==> src/rtl/signed_2s_comp_add.sv <==
// Registered signed adder built from 4-bit carry-lookahead groups chained by ripple.
// Reports raw overflow/carry, optionally saturates, and holds its result when idle.
module signed_2s_comp_add #(
  parameter int WIDTH = 32,
  parameter int GROUP = 4
) (
  input  logic             clk,
  input  logic             rst,
  input  logic             in_valid,
  input  logic [WIDTH-1:0] num1,
  input  logic [WIDTH-1:0] num2,
  input  logic             sat_en,
  output logic [WIDTH-1:0] s_add,
  output logic             out_valid,
  output logic             overflow,
  output logic             carry,
  output logic             zero,
  output logic             negative
);

  localparam int NG = WIDTH / GROUP;

  logic [WIDTH-1:0] g;
  logic [WIDTH-1:0] p;
  logic [WIDTH-1:0] raw;
  logic             c_top;
  logic             c_msb;
  logic             ovf_next;
  logic [WIDTH-1:0] sum_next;

  assign g = num1 & num2;
  assign p = num1 ^ num2;

  // Each group keeps its carries local so the inter-group chain is a set of
  // distinct nets rather than feedback within one vector.
  generate
    for (genvar gi = 0; gi < NG; gi++) begin : grp
      localparam int B = gi * GROUP;
      logic cin;
      logic c1;
      logic c2;
      logic c3;
      logic gg;
      logic pp;
      logic cout;

      if (gi == 0) begin : g_first
        assign cin = 1'b0;
      end else begin : g_chain
        assign cin = grp[gi-1].cout;
      end

      assign c1 = g[B] | (p[B] & cin);
      assign c2 = g[B+1] | (p[B+1] & g[B]) | (p[B+1] & p[B] & cin);
      assign c3 = g[B+2] | (p[B+2] & g[B+1]) | (p[B+2] & p[B+1] & g[B])
                | (p[B+2] & p[B+1] & p[B] & cin);
      assign gg = g[B+3] | (p[B+3] & g[B+2]) | (p[B+3] & p[B+2] & g[B+1])
                | (p[B+3] & p[B+2] & p[B+1] & g[B]);
      assign pp = p[B+3] & p[B+2] & p[B+1] & p[B];
      assign cout = gg | (pp & cin);

      assign raw[B]   = p[B]   ^ cin;
      assign raw[B+1] = p[B+1] ^ c1;
      assign raw[B+2] = p[B+2] ^ c2;
      assign raw[B+3] = p[B+3] ^ c3;
    end
  endgenerate

  assign c_top    = grp[NG-1].cout;
  assign c_msb    = grp[NG-1].c3;
  assign ovf_next = c_top ^ c_msb;

  // On overflow both operands share a sign, so num1's sign picks the rail.
  always_comb begin
    sum_next = raw;
    if (sat_en && ovf_next) begin
      sum_next = num1[WIDTH-1] ? {1'b1, {(WIDTH-1){1'b0}}}
                               : {1'b0, {(WIDTH-1){1'b1}}};
    end
  end

  always_ff @(posedge clk) begin
    if (rst) begin
      s_add     <= '0;
      out_valid <= 1'b0;
      overflow  <= 1'b0;
      carry     <= 1'b0;
      zero      <= 1'b0;
      negative  <= 1'b0;
    end else if (in_valid) begin
      s_add     <= sum_next;
      out_valid <= 1'b1;
      overflow  <= ovf_next;
      carry     <= c_top;
      zero      <= (sum_next == '0);
      negative  <= sum_next[WIDTH-1];
    end else begin
      out_valid <= 1'b0;
    end
  end

endmodule

==> config.mk <==
export PLATFORM = sky130hd
export DESIGN_NAME = signed_2s_comp_add
export DESIGN_NICKNAME = d
export VERILOG_FILES = /design/src/rtl/signed_2s_comp_add.sv
export SDC_FILE = /design/constraint.sdc
export NUM_CORES = 1
export LEC_CHECK = 0
export BUFFER_PORTS_ARGS = -buffer_cell sky130_fd_sc_hd__buf_2
export CORE_ASPECT_RATIO = 0.5
export CORE_UTILIZATION = 30
export CTS_BUF_LIST = sky130_fd_sc_hd__clkbuf_8
export DETAILED_ROUTE_END_ITERATION = 16
export REMOVE_ABC_BUFFERS = 1
export SLEW_MARGIN = 20
export SYNTH_ARGS = -nofsm -noshare
export SYNTH_HDL_FRONTEND = slang
export SYNTH_SLANG_ARGS = --single-unit
==> constraint.sdc <==
create_clock -name clk -period 10.5 [get_ports clk]
set_input_delay 0.525 -clock clk [delete_from_list [all_inputs] [get_ports clk]]
set_output_delay 0.525 -clock clk [all_outputs]
set_load 0.005 [all_outputs]
# Yosys cells after proc, flatten, opt, wreduce, memory -nomap -nowiden
# Cells that the tools add are included.
# totals
regBits	37
inputBits	68
output_inout_bits	37
word_cells	242
# classes
n_mux	3
n_bitwise	231
reduce_logical	2
# op_table
cell	count
1-bit bitwise AND	121
1-bit OR	76
32-bit two-way mux	2
32-bit bitwise AND	1
32-bit logical NOT	1
1-bit bitwise XOR	32
32-bit bitwise XOR	1
1-bit logical AND	1
1-bit two-way mux	1

# Longest topological paths before layout
# logic_depth
ltp_word	23
mapped_depth	17
ltp_nobuf	16

# Least setup slack after synthesis
# No wires, ideal clock.
# synth_path
path_type	in2reg
start	input num1[7]
end	register zero
setup_ps	84
arrival_time_ps	4198
required_time_ps	10416
path_slack_ps	6218
stages	17
n_path_buf	1
cell_sequence	ha_1 buf_4 a21oi_4 nand3_2 a22oi_1 nand2_1 nor2_1 o21ai_0 a21o_1 fa_1 xor2_1 or3_1 nor4_1 nand4b_1 or4_1 or4b_1 o31ai_2
# synth_between
elab_chain_len	22
word_cells_on_any_way	90
cone_classes	mux (1); bitwise (87); reduce/logical (2)
# synth_lines
element	line_no	source
start, declared	10	input logic [WIDTH-1:0] num1,
32-bit bitwise XOR	32	assign p = num1 ^ num2;
1-bit bitwise AND (on tied branches)	57, 58, 59	
1-bit OR (tied with other cells) (2 in a row)	57	assign gg = g[B+3] | (p[B+3] & g[B+2]) | (p[B+3] & p[B+2] & g[B+1])
1-bit OR or 1-bit bitwise AND (tied branches)	58, 60	
1-bit OR	60	assign cout = gg | (pp & cin);
1-bit bitwise AND	60	
1-bit OR	60	
1-bit bitwise AND	60	
[... 5 more ...]	n/a	
1-bit bitwise AND	60	
1-bit OR	60	
1-bit bitwise AND (on tied branches)	60, 56	
1-bit OR (on tied branches)	60, 56	
1-bit bitwise XOR	71	assign ovf_next = c_top ^ c_msb;
1-bit logical AND	76	if (sat_en && ovf_next) begin
32-bit two-way mux (*)	76	
32-bit logical NOT (*)	95	zero <= (sum_next == '0);
end signal, assigned	95	
end, declared	17	output logic zero,
# Every way passes the cells marked *; elsewhere a longest branch is shown, timed or not.
# A chain may end at the register's enable or synchronous reset.

# Final worst setup path
# Same ends and word-level chain as after synthesis.

==> out/results.ini <==
[power_and_ir_drop]
ir_worst_vdd_v=0.0000380
p_per_area_nw_per_um2=120
p_leak_nw=1.68

[grt]
grt_pass1_wl_um=13400
antenna_found_initial=0
grt-ovfl-total=0
grt_pass1_vias=2681
grt_util_all_layers=0.167
grt_max_degree=49

[timing]
clock.fmax_mhz=220
clock_skew_ps=0
holdWs_ps=460
finalSetupTns_ps=0
period_needed_ps=4540
rsz0062_at_grt=no
slew_violations=0
relSlewSlack=0.405
setup_viol_count_final=0
finalHoldViolCount=0
worst_slew_pin_slew_ps=892
fin_crit_sh=0.432

[critical_path]
critPathCaptureType=register
critPathKind=in -> reg
cp_max_fo=8
reg2reg_depth=2
regToRegSetupSlack_ps=9710
r2r_start=s_add[31]
crit_path_start=num1[7]
cp.required_ps=10710
reg2reg_to=s_add[31]
start_kind=primary input
endpoint=zero
arrival_ps=4750

[drt]
wire_per_inst_um=14.5
met2RoutedLength_um=3700
via_count=3000
first_pass_iters=4
met1_length_um=4360
drtIter0Drc=143
vias_per_cell=5.06
routed_wl_um=8580
ant_nets=0
drc=0
wl_met3_um=441
dr.max_layer_used=met4

[cts]
cts-root-buf=clkbuf_8
post_cts_buffers=0
cts_tree=built
clockBufferDepth=2
htreeDepth=2
cts_resized=0
holdBufCountCts=0
clk_pin_slew_ps=70
numCtsBuffers=5
insertion_delay_ps=290
clock-sinks=36

[min_path]
whs_path_depth=2
hp-class=reg -> reg
worstHoldStart=s_add[17]

[floorplanning]
die_area_um2=10200
start_util=0.311
fp.dieH_um=72.1
die_w_um=142
rows=25
core-area_um2=9480
io_pins=105

[layout]
n_antenna_cell=0
syn_to_final_growth_pct=24.1
layout-drive-gt1-share=0.275
nets=566

[yosys]
ys_types=56
synthFlopType=dfxtp_1
synth_top_area_cell=dfxtp_1
ys_seq_area_frac=0.245
synth-xor-area-share=0.0594
ys_async_sr_fraction=0
synth-simple-area-share=0.208
yosysTopAreaCellShare=0.245
synth_mux_area_frac=0.00340
synth_compound_area_frac=0.267
postSynthCellCount=362
synth-seq-cells=36
avgSynthCellArea_um2=8.14
synth_area_leaders=dfxtp_1 24%, ha_1 14%, nor2_1 6.2%
synthAdderAreaFrac=0.190
synth_top_family_by_area=compound AO/OA/AOI/OAI gates
synth_edf_count=0
synth_area_um2=2950
yosys_warnings=0

[status]
outcome=complete, no violations

[placed_design]
globalplace.congestion=0.901
place_hpwl_um=7080
port_buffers=104

[job]
cap_viol_max_count=0

[stage by stage]
stage	instance area, um2	util	power (mW)	instances	worst slack, ps
final	3660	0.386	0.437	593	5960
after global routing	3660	0.386	0.467	593	5700
after CTS	3660	0.386	0.438	593	6000
after detailed placement	3580	0.377	0.343	586	5710
after global placement	3580	0.377	0.343	586	5820
after floorplan	2880	-	0.272	347	6220
[cell usage after synthesis, types with 4 or more instances]
cell and instances:
dfxtp_1 36, xor2_1 9, or3_1 4, nand4_1 5
nand2_1 32, a211oi_1 24, a21o_1 7, and2_1 4
o21ai_0 16, clkbuf_1 11, inv_1 4, nor2_1 49
xnor2_1 11, a22o_1 4, ha_1 32, fa_1 8
a21oi_1 35, nor3_1 7, nand3_1 10
[cells by family after synthesis]
| logic type | after synthesis |
|---|---|
| xor gates and xnor gates | 20 |
| DFF | 36 |
| and+or+nand+nor | 130 |
| muxes | 1 |
| AOI/OAI and AO/OA | 116 |
| buffers and inverters | 19 |
| adders and majority gates | 40 |
[metal layers]
| layer | global-route usage | up-vias |
|---|---|---|
| li1 | - | 1535 |
| met1 | 0.245 | 1383 |
| met2 | 0.254 | 72 |
| met3 | 0.0224 | 10 |
| met4 | 0.0478 | 0 |
| met5 | 0 | - |
[cell type report]
cell class	instances	area (um2)
fill	1018	5820
multi-input combinational	307	2150
sequential	36	721
timing repair buffer	104	520
tap	135	169
clock buffer	5	68.8
inverter	4	15.0
clock inverter	2	12.5
[power breakdown]
part	internal, mW	switching (mW)	total, mW
registers	0.151	0.00780	0.159
logic	0.0779	0.105	0.183
clock network	0.0449	0.0506	0.0955
[cells in the final DEF, fill, tap and decap left out, types with 2 or more instances in the layout]
master / n
o21a_1: 3
nand4_1: 5
or3_1: 4
a21oi_1: 34
nor3b_1: 2
clkbuf_8: 5
a2111oi_0: 2
ha_1: 32
and3_1: 3
or2_2: 2
buf_2: 104
a31oi_1: 3
o21ai_2: 2
nand2_1: 32
o21ai_1: 2
xor2_1: 9
nor3_1: 7
fa_1: 8
dfxtp_1: 36
nor4_1: 3
a21o_1: 7
nor2_1: 48
a211oi_1: 24
and2_1: 4
a22oi_1: 3
inv_1: 4
a22o_1: 4
nand3_1: 10
xnor2_1: 11
o21ai_0: 16
[how the worst min path moves through the flow]
stage                 to
2_1_floorplan   s_add[0]
3_3_place_gp        zero
3_5_place_dp   s_add[18]
4_1_cts        s_add[18]
5_1_grt        s_add[13]
6_report       s_add[17]
[flip-flops by register name, indices dropped and copies added (netlist names)]
signal and flops:
s_add 32, carry 1, out_valid 1, overflow 1
zero 1
[critical path, stage by stage]
cell	delay, ps
buf_2	100
ha_1	440
and3_1	260
and3_1	210
nand3_1	110
nand2_1	130
nor2_1	60
o21ai_0	360
a21o_1	200
fa_1	440
nor4_1	300
nand4_1	120
nor4_1	250
nand4b_1	130
or4_1	420
or4b_1	520
o31ai_2	170
(Power assumes the default switching activity.)
